[src/rtl/hazard_stall_unit.sv]
// Hazard stall unit: holds IF/ID until every ID-stage operand can be forwarded
// from the load in EX or the in-flight mult/div, and counts stall cycles.
module hazard_stall_unit #(
    parameter int MULDIV_LAT = 4,
    parameter int CNT_W      = 16
) (
    input  logic             clk,
    input  logic             reset,
    input  logic             id_valid,
    input  logic [4:0]       id_rs,
    input  logic [4:0]       id_rt,
    input  logic             id_uses_rs,
    input  logic             id_uses_rt,
    input  logic             id_reg_write,
    input  logic [4:0]       id_rd,
    input  logic             id_is_load,
    input  logic             id_is_muldiv,
    input  logic             flush,
    output logic             stall,
    output logic             md_busy,
    output logic             md_done,
    output logic [4:0]       md_done_rd,
    output logic [CNT_W-1:0] stall_cycles
);

    localparam logic [3:0] LAT = MULDIV_LAT[3:0];

    logic             r_ex_load_valid;
    logic [4:0]       r_ex_load_rd;
    logic             r_md_busy;
    logic [3:0]       r_md_cnt;
    logic [4:0]       r_md_rd;
    logic             r_md_done;
    logic [4:0]       r_md_done_rd;
    logic [CNT_W-1:0] r_stall_cycles;

    logic w_lu;
    logic w_md_raw;
    logic w_md_str;
    logic w_md_waw;
    logic w_stall;
    logic w_issue;

    // ex_load_valid is only ever set for rd!=0, so $0 never matches a load.
    assign w_lu = r_ex_load_valid &
                  ((id_uses_rs & (id_rs == r_ex_load_rd)) |
                   (id_uses_rt & (id_rt == r_ex_load_rd)));

    assign w_md_raw = r_md_busy & (r_md_rd != 5'd0) &
                      ((id_uses_rs & (id_rs == r_md_rd)) |
                       (id_uses_rt & (id_rt == r_md_rd)));

    assign w_md_str = r_md_busy & id_is_muldiv;

    assign w_md_waw = r_md_busy & id_reg_write & (id_rd != 5'd0) & (id_rd == r_md_rd);

    assign w_stall = id_valid & ~flush & (w_lu | w_md_raw | w_md_str | w_md_waw);
    assign w_issue = id_valid & ~w_stall & ~flush;

    always_ff @(posedge clk) begin
        if (reset) begin
            r_ex_load_valid <= 1'b0;
            r_ex_load_rd    <= 5'd0;
            r_md_busy       <= 1'b0;
            r_md_cnt        <= 4'd0;
            r_md_rd         <= 5'd0;
            r_md_done       <= 1'b0;
            r_md_done_rd    <= 5'd0;
            r_stall_cycles  <= '0;
        end else begin
            r_ex_load_valid <= w_issue & id_is_load & id_reg_write & (id_rd != 5'd0);
            r_ex_load_rd    <= id_rd;
            r_md_done       <= 1'b0;

            // A new mult/div can only issue while idle, since md_str stalls it otherwise.
            if (w_issue & id_is_muldiv) begin
                r_md_busy <= 1'b1;
                r_md_cnt  <= LAT;
                r_md_rd   <= id_reg_write ? id_rd : 5'd0;
            end else if (r_md_busy) begin
                r_md_cnt <= r_md_cnt - 4'd1;
                if (r_md_cnt == 4'd1) begin
                    r_md_busy    <= 1'b0;
                    r_md_done    <= 1'b1;
                    r_md_done_rd <= r_md_rd;
                end
            end

            if (w_stall && !(&r_stall_cycles)) begin
                r_stall_cycles <= r_stall_cycles + 1'b1;
            end
        end
    end

    assign stall        = w_stall;
    assign md_busy      = r_md_busy;
    assign md_done      = r_md_done;
    assign md_done_rd   = r_md_done_rd;
    assign stall_cycles = r_stall_cycles;

endmodule
[config.mk]
export PLATFORM = sky130hd
export DESIGN_NAME = hazard_stall_unit
export DESIGN_NICKNAME = d
export VERILOG_FILES = /design/src/rtl/hazard_stall_unit.sv
export SDC_FILE = /design/constraint.sdc
export NUM_CORES = 1
export LEC_CHECK = 0
export ABC_AREA = 1
export CAP_MARGIN = 25
export CORE_MARGIN = 2
export CORE_UTILIZATION = 40
export CTS_CLUSTER_SIZE = 14
export DETAILED_ROUTE_END_ITERATION = 8
export PLACE_DENSITY_LB_ADDON = 0.08
export SLEW_MARGIN = 20
export SYNTH_ARGS = -nofsm -noshare
export SYNTH_HDL_FRONTEND = slang
export SYNTH_SLANG_ARGS = --single-unit
[constraint.sdc]
create_clock -name clk -period 4.1 [get_ports clk]
set_input_delay 0.82 -clock clk [delete_from_list [all_inputs] [get_ports clk]]
set_output_delay 0.82 -clock clk [all_outputs]
set_load 0.02 [all_outputs]
Yosys cells after proc, flatten, opt, wreduce, memory -nomap -nowiden
Cells that the tools add are included.
{"block": "totals", "ff_bits": 38, "in_bits": 24, "out_inout_bits": 24, "elab_cells": 61}
{"block": "classes", "addsub": 2, "n_eq_ne": 6, "muxes": 7, "n_bitwise": 28, "n_reduce_logical": 9}
{"cell": "== test 5 bit", "n": 5}
{"cell": "bitwise AND 1 bit", "n": 19}
{"cell": "adder 16 x 1 -> 16 bit, second input constant", "n": 1}
{"cell": "AND reduction 16 bit", "n": 1}
{"cell": "nonzero test 5 bit", "n": 2}
{"cell": "two-way mux 3 bit", "n": 2}
{"cell": "two-way mux 5 bit", "n": 1}
{"cell": "bitwise OR 1 bit", "n": 5}
{"cell": "== test 4 x 1 -> 1 bit, second input constant", "n": 1}
{"cell": "two-way mux 1 bit", "n": 4}
{"cell": "NOT 1 bit", "n": 4}
{"cell": "subtractor 4 x 1 -> 4 bit, second input constant", "n": 1}
{"cell": "AND reduction 3 bit", "n": 1}
{"cell": "OR reduction 3 bit", "n": 1}
{"cell": "nonzero test 2 bit", "n": 1}
{"cell": "OR reduction 2 bit", "n": 1}
{"cell": "logical AND 1 bit", "n": 1}
{"cell": "logical NOT 1 bit", "n": 1}

Longest topological paths before layout
Gate-level depths: netlist of run 1.
{"block": "depth", "ltp_word": 14, "depth_mapped": 13, "ltp_nobuf": 12}

Least setup slack after synthesis of run 1
No wires, ideal clock.
{"block": "synth_timing", "path_kind": "input -> output", "startpoint": "input id_rt[4]", "endpoint": "output stall", "arrival_time_ns": 1.752, "t_required_ns": 3.280, "setup_slack_ns": 1.528, "cell_stages": 11, "path_buffers": 1, "path_cell_list": "inv_1 nand2_1 nand2_1 nor2_1 nand3_1 nand2_1 nand2_1 nand3_4 buf_2 nand2_1 inv_1"}
{"block": "synth_via", "elab_chain_len": 8, "elab_cells_between_ends": 12}
{"item": "start: declaration", "line": "11", "rtl": "input logic [4:0] id_rt,"}
{"item": "== test 5 bit (on tied branches)", "line": "47, 51"}
{"item": "bitwise AND 1 bit (on tied branches)", "line": "47, 51"}
{"item": "bitwise OR 1 bit (on tied branches)", "line": "46, 50"}
{"item": "bitwise AND 1 bit (on tied branches)", "line": "45, 49"}
{"item": "bitwise OR 1 bit (*) (3 in series)", "line": "57", "rtl": "assign w_stall = id_valid & ~flush & (w_lu | w_md_raw | w_md_str | w_md_waw);"}
{"item": "bitwise AND 1 bit (*)", "line": "57"}
{"item": "end: declaration", "line": "19", "rtl": "output logic stall,"}
Every way passes the cells marked *; elsewhere a longest branch is shown, timed or not.

Final worst setup path of run 1
{"block": "layout_timing", "startpoint": "input id_rs[4]", "endpoint": "output stall"}
{"block": "layout_via", "elab_chain_len": 8, "elab_cells_between_ends": 12}
{"item": "start: declaration", "line": "10", "rtl": "input logic [4:0] id_rs,"}
{"item": "== test 5 bit (on tied branches)", "line": "46, 50"}
{"item": "bitwise AND 1 bit (on tied branches)", "line": "46, 50"}
{"item": "bitwise OR 1 bit (on tied branches)", "line": "46, 50"}
{"item": "bitwise AND 1 bit (on tied branches)", "line": "45, 49"}
{"item": "bitwise OR 1 bit (*) (3 in series)", "line": "57"}
{"item": "bitwise AND 1 bit (*)", "line": "57"}
Marks and branches as above.

==> results.md, run 1 <==
- Status: completed
- NumNets Final: ~450
- Slew margin rel.: 0.707
- Setup TNS: 0 ps
- CP Data Required Time: roughly 3300 ps
- Hold wc startpoint: md_done_rd[1]$_SDFFE_PP0P_
- Met2 usage: 0.344
- Vias/cell: slightly below 5
- CP startpoint: id_rs[4]
- Core Area: about 5900 um2
- Tot GR Track Use: 0.200
- Max incr delay on CP: between 500 and 600 ps
- Layout cell share with drive strength beyond 1: 0.0892
- Total CTS buffers: 5
- Seq/Total Area, Yosys: 0.317
- Comb pwr share: 0.119
- Final worst path period share: 0.848
- Setup bufs post-CTS: 0
- Syn_area_per_cell: about 6.3 um2
- Vias in the first global route: ~2,300
- FF-to-FF Start: stall_cycles[0]$_SDFFE_PP0P_
- Clock transition at path regs: around 70 ps
- R2r setup slk: between 1500 and 2000 ps
- Crit end category: output port
- Area grow syn2layout: 28.0%
- Final WL: approximately 6200 um
- Worst Setup EP: stall
- Initial Util: 0.411
- Most frequent cells in the layout: nand2_1 (117), inv_1 (47), clkdlybuf4s50_1 (47)
- Share of power burned in registers: 0.441
- Clk Latency, worst-skew pair: 290 ps
- Yosys cell types: 29
- Clock power share: 0.440
- Worst hold-check path type: reg -> reg
- Slowest-stage cell, CP: clkdlybuf4s50_1
- Startpoint types: primary input
- Row count: 28
- H-tree depth: 2
- Worst vdd ir: between 0.15 and 0.2 mV
- # port buffers: 47
- R2R depth: 10
- Yosys reg bits: 38
- Max Transition Viols Final: 0
- RSZ-0062 raised after global routing: no
- Wire per inst: ~12 um
- Final hold slack: 451 ps
- Synth Instances: around 380
- Commonest non-fill, non-tap cell in the layout: nand2_1
- Final ANT Viol Nets: 0
- Largest net degree at the start of global routing: 29
- Fmax: between 200 and 300 MHz
- Sw Share: 0.238
- Routability cong.: ~0.9
- DR iter-0 viols: 88
- Router iterations before antenna repair: 6
- CTS tree: built
- Critical Path Fanout Max: 3
- Global-route wire length before repair: ~10,000 um
- Worst Skew: between 7 and 8 ps
- Global route hottest layer: met2
- CP most frequent cell: nand2_1
- Tmin final: between 3000 and 4000 ps
- Worst-margin pin slew: between 400 and 500 ps
- Met1 Track Usage GR: 0.254
- Switching Power: roughly 0.00021 W
- Syn Nets: slightly above 400
- Pwr dens: 284 nW/um2
- Setup CP Type: in -> out
- Leakage: roughly 1.3 nW
- Hold Vio Cnt, Final: 0
- Die X: 81.5 um
- Internal Pwr Total: between 0.0006 and 0.0007 W
- DRC: 0
- Crit Reg-Reg Endpoint: stall_cycles[0]$_SDFFE_PP0P_
- Die height: 81.5 um
- Resized cells post-CTS: 0
- Ant. Diodes: 0
- Max Root-Sink Buffers: 2
- WP data arrival: between 2000 and 3000 ps
- Met3 global-route usage: 0.0286
- Synth warn: 0
- Mapped Area: about 2400 um2
- Die area: roughly 6600 um2
- Routed vias: ~2,400
- CTS root buf: clkbuf_8
- Antenna violations before repair: 0
- # IOs: 48
- # setup viols final: 0
- CTS Sinks: 38
- Cell Chain, Critical Path: clkdlybuf4s50_1 -> inv_1 -> nand2_1 -> nand2_1 -> nor2_1 -> nand3_1 -> nand2_1 -> nand2_1 -> nand3_4 -> nand2_1 -> inv_1 -> clkdlybuf4s50_1
- Hold buffer count at cts: 0
- Hpwl dp: between 4000 and 5000 um
- GRT overflow: 0
- Max Cap Viol: 0
## layer usage
| metal | share of wire | vias to the layer above | routed length, um |
|---|---|---|---|
| met5 | 0 | - | 0 |
| met4 | 0.017 | 0 | 104 |
| met3 | 0.035 | 11 | 215 |
| met2 | 0.48 | 49 | 3000 |
| met1 | 0.47 | 1071 | 2890 |
| li1 | - | 1293 | - |
## power groups by stage
stage           logic, W  registers, W  clock network (W)
5_1_grt         0.000118      0.000388           0.000413
4_1_cts         0.000105      0.000386           0.000394
3_3_place_gp    0.000104      0.000395                  0
2_1_floorplan  0.0000595      0.000393                  0
6_report        0.000104      0.000386           0.000385
3_5_place_dp    0.000104      0.000395                  0
## cell usage after synthesis, drive strengths merged
cell type	number	area share
o21ai	8	0.017
xnor2	5	0.018
buf	3	0.0089
dfxtp	38	0.32
clkbuf	8	0.013
inv	53	0.083
clkinv	1	0.0021
nor3	14	0.036
nand4	24	0.069
nand3	24	0.059
nor4	1	0.0026
xor2	9	0.033
nor2	47	0.079
and2	1	0.0026
ha	3	0.016
a21oi	21	0.058
nand2	119	0.19
## state kept, by name, indices dropped and copies added (netlist names)
name,count
md_busy,1
md_done,1
md_done_rd,5
r_ex_load_rd,5
r_ex_load_valid,1
r_md_cnt,4
r_md_rd,5
stall_cycles,16
## worst min path at each step
stage / endpoint / slack (ps) / cells past startpoint
floorplan: r_md_cnt[0]$_SDFFE_PP0P_ / 470 / 2
global placement: md_done_rd[1]$_SDFFE_PP0P_ / 440 / 2
detailed placement: md_done_rd[0]$_SDFFE_PP0P_ / 440 / 2
CTS: md_done_rd[0]$_SDFFE_PP0P_ / 450 / 2
global route: md_done_rd[4]$_SDFFE_PP0P_ / 470 / 2
finish: md_done_rd[1]$_SDFFE_PP0P_ / 450 / 2
## area by class of cell
cell class / count / area [um2]
inverter: 54 / 204
multi-input combinational: 276 / 1390
tap: 75 / 93.8
timing repair buffer: 50 / 493
fill: 614 / 2780
clock buffer: 5 / 68.8
clock inverter: 3 / 68.8
sequential: 38 / 761
## through the flow
stage	power (W)	utilization	std cells	area (um2)	setup WS [ps]
floorplan	0.000452	-	379	2400	1530
global placement	0.000499	0.502	493	2940	601
detailed placement	0.000499	0.502	493	2940	617
CTS	0.000885	0.526	501	3080	603
global route	0.000918	0.526	501	3080	489
finish	0.000875	0.526	501	3080	622
## critical path: cells and delay by family
family                 cells  cell delay [ps]
buffers and inverters      4             1200
and+or+nand+nor            8              640
## cell families after synthesis
logic type,after synthesis,synth area share
AO/OA/AOI/OAI,29,0.0745
adder cells (fa/ha/maj),3,0.0156
flip-flops,38,0.317
AND/OR/NAND/NOR,230,0.436
XOR/XNOR,14,0.0510
buffers and inverters,65,0.106
Power figures use the tool's default switching activity.
==> run 2, diff against run 1 <==
Clock period 4.1 ns to 3.3 ns, I/O delays scaled along.
==> results.md, run 2 (same netlist as run 1, synthesis figures left out) <==
- Tmin final: between 2000 and 3000 ps
- Startpoint types: primary input (unchanged)
- Tot GR Track Use: 0.197 (was 0.200)
- Core Area: 5850 um2 (unchanged)
- Leakage: 1.35 nW (was 1.34 nW)
- CTS tree: built (unchanged)
- Hpwl dp: 4560 um (was 4610 um)
- Max Cap Viol: 0 (unchanged)
- Slew margin rel.: 0.720 (was 0.707)
- Clock transition at path regs: 70 ps (about the same)
- GRT overflow: 0 (unchanged)
- Largest net degree at the start of global routing: 28 (was 29)
- Die X: 81.5 um (unchanged)
- Clk Latency, worst-skew pair: 290 ps (about the same)
- Setup CP Type: in -> out (unchanged)
- Worst Skew: 7.64 ps (was 7.36 ps)
- Wire length on met3: 199 um (was 215 um)
- Routability cong.: 0.868 (was 0.875)
- CTS Sinks: 38 (unchanged)
- Max Root-Sink Buffers: 2 (unchanged)
- Worst vdd ir: 0.162 mV (was 0.160 mV)
- Max Transition Viols Final: 0 (unchanged)
- Initial Util: 0.411 (unchanged)
- DR top layer: met4 (unchanged)
- Final worst path period share: 0.846
- Fillers: 599 (was 614)
- Register Area: 761 um2 (unchanged)
- Crit end category: output port (unchanged)
- Row count: 28 (unchanged)
- Antenna violations before repair: 0 (unchanged)
- Area grow syn2layout: 27.3% (was 28.0%)
- Vias in the first global route: 2,317 (was 2,325)
- Routed vias: 2,430 (was 2,424)
- H-tree depth: 2 (unchanged)
- Die height: 81.5 um (unchanged)
- Max reg flops: 16 (unchanged)
- # port buffers: 47 (unchanged)
- Fmax: about 360 MHz
- Worst hold-check path type: reg -> reg (unchanged)
- Hold Vio Cnt, Final: 0 (unchanged)
- Pwr dens: 311 nW/um2 (was 284 nW/um2)
- Hold buffer count at cts: 0 (unchanged)
- WP data arrival: 2130 ps (was 2660 ps)
- NumNets Final: 455 (was 452)
- Final hold slack: 450 ps (was 451 ps)
- DR iter-0 viols: 124 (was 88)
- Setup TNS: 0 ps (unchanged)
- Final WL: 6160 um (was 6210 um)
- DRC: 0 (unchanged)
- Vias/cell: 4.82 (was 4.84)
- Status: completed (unchanged)
- Most frequent cells in the layout: nand2_1 (117), inv_1 (47), clkdlybuf4s50_1 (46) (was nand2_1 (117), inv_1 (47), clkdlybuf4s50_1 (47))
- Total power: 0.000952 W (was 0.000875 W)
- CP Data Required Time: 2640 ps (was 3280 ps)
- Total CTS buffers: 5 (unchanged)
- # setup viols final: 0 (unchanged)
- Global-route wire length before repair: 10,200 um (was 10,400 um)
- Die area: 6640 um2 (unchanged)
- # IOs: 48 (unchanged)
- Wire per inst: 12.2 um (was 12.4 um)
- Area occupied by multi-input gates: 1390 um2 (unchanged)
- Ant. Diodes: 0 (unchanged)
- M1 wire length: 2740 um (was 2890 um)
- RSZ-0062 raised after global routing: no (unchanged)
- Critical Path Fanout Max: 3 (unchanged)
- Final ANT Viol Nets: 0 (unchanged)
- CTS root buf: clkbuf_8 (unchanged)
- Router iterations before antenna repair: 4 (was 6)
- Worst-margin pin slew: 419 ps (was 439 ps)
- Layout cell share with drive strength beyond 1: 0.0956 (was 0.0892)
- Commonest non-fill, non-tap cell in the layout: nand2_1 (unchanged)
- Routed wl met2: 3120 um (was 3000 um)
==> run 2: cell types whose count changed in the layout (fill, tap and decap cells not counted), sizes merged <==
cell           previous run  this run
buf                       3         6
bufinv                    2         0
clkbuf                    5         6
clkdlybuf4s50            47        46
clkinvlp                  0         1
dlymetal6s2s              0         1
==> run 2: cell type report <==
cell class | count | area share
inverter | 54 | 0.0667
multi-input combinational | 276 | 0.453
clock buffer | 6 | 0.0270
sequential | 38 | 0.249
clock inverter | 2 | 0.00409
tap | 75 | 0.0307
timing repair buffer | 53 | 0.169
==> run 2: metal layers <==
| metal | global-route usage | up-vias |
|---|---|---|
| met5 | 0 | - |
| met4 | 0.0729 | 0 |
| met3 | 0.0341 | 8 |
| met2 | 0.354 | 46 |
| met1 | 0.235 | 1078 |
| li1 | - | 1298 |
==> run 2: worst max-delay path: stages <==
cell and delay (ps):
clkdlybuf4s50_1 510, inv_1 60, nand2_1 70, nand2_1 60, nor2_1 100, nand3_1 70
nand2_1 80, nand2_1 100, nand3_4 90, nand2_1 60, inv_1 50, dlymetal6s2s_1 210
==> run 2: final timing paths <==
check                           cells after the start                          from  slack (ps)                      endpoint
worst max-delay path                               12                      id_rt[2]         510                         stall
worst min-delay path                                2    md_done_rd[0]$_SDFFE_PP0P_         450    md_done_rd[0]$_SDFFE_PP0P_
worst max register to register                     10  stall_cycles[0]$_SDFFE_PP0P_        1150  stall_cycles[0]$_SDFFE_PP0P_
worst min register to register                      2    md_done_rd[0]$_SDFFE_PP0P_         450    md_done_rd[0]$_SDFFE_PP0P_
==> run 2: where the power goes <==
| group | internal, W | switching [W] |
|---|---|---|
| Clock | 0.000168 | 0.000172 |
| Combinational | 0.0000592 | 0.0000744 |
| Sequential | 0.000468 | 0.00000941 |
| Total | 0.000695 | 0.000256 |
==> run 2: per-stage QoR <==
| step | utilization | instance area (um2) | cells | setup slack, ps |
|---|---|---|---|---|
| floorplan | - | 2400 | 379 | 1050 |
| global placement | 0.506 | 2960 | 496 | 132 |
| detailed placement | 0.506 | 2960 | 496 | 111 |
| CTS | 0.522 | 3060 | 504 | 98.1 |
| global route | 0.523 | 3060 | 504 | 347 |
| finish | 0.523 | 3060 | 504 | 507 |
==> run 2: repair_timing <==
item / in CTS / in global routing
setup buffers: 0 / 0
gates resized for setup: 0 / 1
endpoints found under the setup margin: 0 / 1
==> run 3, diff against run 2 <==
Clock period 3.3 ns to 2.6 ns, I/O delays scaled along.
==> results.md, run 3 (same netlist as run 1, synthesis figures left out) <==
- NumNets Final: 464 (was 455)
- WP data arrival: 1920 ps (was 2130 ps)
- Hpwl dp: 4710 um (was 4560 um)
- Final worst path period share: 0.940
- Clock power share: 0.386 (was 0.358)
- Leakage: 1.39 nW (was 1.35 nW)
- Initial Util: 0.411 (unchanged)
- Sw Share: 0.245 (was 0.269)
- Router iterations before antenna repair: 4 (unchanged)
- Tot GR Track Use: 0.201 (was 0.197)
- Die height: 81.5 um (unchanged)
- Clock transition at path regs: 70 ps (about the same)
- Worst vdd ir: 0.374 mV (was 0.162 mV)
- RSZ-0062 raised after global routing: no (unchanged)
- Hold Vio Cnt, Final: 0 (unchanged)
- GRT overflow: 0 (unchanged)
- Row count: 28 (unchanged)
- DP Worst Slack: -306 ps (was 111 ps)
- Final WL: 6190 um (was 6160 um)
- Share of power burned in registers: 0.476 (was 0.502)
- Pwr dens: 407 nW/um2 (was 311 nW/um2)
- Vias in the first global route: 2,371 (was 2,317)
- DRC: 0 (unchanged)
- # setup viols final: 0 (unchanged)
- Worst hold-check path type: reg -> reg (unchanged)
- Fmax: roughly 410 MHz
- Area grow syn2layout: 30.3% (was 27.3%)
- Most frequent cells in the layout: nand2_1 (117), inv_1 (47), clkdlybuf4s50_1 (46) (unchanged)
- Setup WS post-layout: 157 ps (was 507 ps)
- Total CTS buffers: 5 (unchanged)
- Die area: 6640 um2 (unchanged)
- Hold buffer count at cts: 0 (unchanged)
- Routability cong.: 0.922 (was 0.868)
- Startpoint types: primary input (unchanged)
- Clk Latency, worst-skew pair: 290 ps (about the same)
- Max Transition Viols Final: 0 (unchanged)
- Global-route wire length before repair: 10,500 um (was 10,200 um)
- CTS root buf: clkbuf_8 (unchanged)
- Setup bufs post-CTS: 0 (unchanged)
- Routed vias: 2,452 (was 2,430)
- Status: completed (unchanged)
- CTS tree: built (unchanged)
- Die X: 81.5 um (unchanged)
- Max Root-Sink Buffers: 2 (unchanged)
- # port buffers: 47 (unchanged)
- Commonest non-fill, non-tap cell in the layout: nand2_1 (unchanged)
- Final hold slack: 449 ps (was 450 ps)
- Switching Power: 0.000312 W (was 0.000256 W)
- Comb pwr share: 0.138 (was 0.140)
- Largest net degree at the start of global routing: 24 (was 28)
- CTS Sinks: 38 (unchanged)
- Max Cap Viol: 0 (unchanged)
- Crit end category: output port (unchanged)
- Setup CP Type: in -> out (unchanged)
- Internal Pwr Total: 0.000962 W (was 0.000695 W)
- # IOs: 48 (unchanged)
- Max reg flops: 16 (unchanged)
- H-tree depth: 2 (unchanged)
- Wire per inst: 12.1 um (was 12.2 um)
- Ant. Diodes: 0 (unchanged)
- DR iter-0 viols: 77 (was 124)
- Slew margin rel.: 0.711 (was 0.720)
- Fillers: 599 (unchanged)
- Worst Skew: 5.72 ps (was 7.64 ps)
- Worst-margin pin slew: 432 ps (was 419 ps)
- Antenna violations before repair: 0 (unchanged)
- Critical Path Fanout Max: 3 (unchanged)
- Core Area: 5850 um2 (unchanged)
- R2r setup slk: 500 ps (was 1150 ps)
- CP Data Required Time: 2080 ps (was 2640 ps)
- Layout cell share with drive strength beyond 1: 0.112 (was 0.0956)
- Final ANT Viol Nets: 0 (unchanged)
- Vias/cell: 4.78 (was 4.82)
- Tmin final: approximately 2400 ps
-- run 3: cell count changes in the layout (fill, tap and decap cells not counted), sizes merged --
cell,before,now
dlymetal6s2s,1,0
clkinvlp,1,0
clkinv,2,1
bufinv,0,1
buf,6,16
clkbuf,6,7
-- run 3: final timing paths --
kind	start	endpoint	cells after the start
min reg2reg	md_done_rd[0]$_SDFFE_PP0P_	md_done_rd[0]$_SDFFE_PP0P_	2
max reg2reg	stall_cycles[0]$_SDFFE_PP0P_	stall_cycles[0]$_SDFFE_PP0P_	11
min	md_done_rd[0]$_SDFFE_PP0P_	md_done_rd[0]$_SDFFE_PP0P_	2
max	id_rd[3]	stall	12
-- run 3: layer usage --
metal | routed length [um] | global-route usage | vias up | part of all wire
met2 | 3120 | 0.361 | 43 | 0.50
met3 | 236 | 0.0363 | 10 | 0.038
met5 | 0 | 0 | - | 0
met4 | 121 | 0.0695 | 0 | 0.020
met1 | 2710 | 0.240 | 1084 | 0.44
li1 | - | - | 1315 | -
-- run 3: power by group through the flow --
stage	clock [W]	combinational [W]	sequential, W
2_1_floorplan	0	0.0000938	0.000619
3_3_place_gp	0	0.000177	0.000620
3_5_place_dp	0	0.000177	0.000620
4_1_cts	0.000506	0.000178	0.000606
5_1_grt	0.000526	0.000199	0.000608
6_report	0.000492	0.000176	0.000606
-- run 3: critical path, cell delays in order --
cell and delay [ps]:
clkdlybuf4s50_1 530, inv_1 70, nand2_1 60, nand2_1 50
nor2_1 120, nand2_1 90, nor2_2 90, nor2_2 60
nand3_4 80, nand2_1 50, inv_1 50, buf_2 150
-- run 3: per-stage QoR --
stage                     total power, W  cell area (um2)  std cells  TNS, ps   util
after global routing             0.00133             3130        513        0  0.535
after detailed placement        0.000796             3030        505     -306  0.518
after global placement          0.000796             3030        505     -275  0.518
final                            0.00127             3130        513        0  0.535
after floorplan                 0.000713             2400        379        0      -
after CTS                        0.00129             3140        513        0  0.536
-- run 3: final cells by class --
cell class,instances,area (um2),share of cell area
Sequential cell,38,761,0.243
Tap cell,75,93.8,0.0300
Inverter,54,204,0.0652
Clock inverter,1,30.0,0.00960
Clock buffer,7,76.3,0.0244
Multi-Input combinational cell,276,1390,0.443
Timing Repair Buffer,62,578,0.185
-- run 3: repair_timing --
item	CTS	global route
gates resized for setup	3	1
endpoints found under the setup margin	1	1
pin swaps	0	1
cloned	0	0
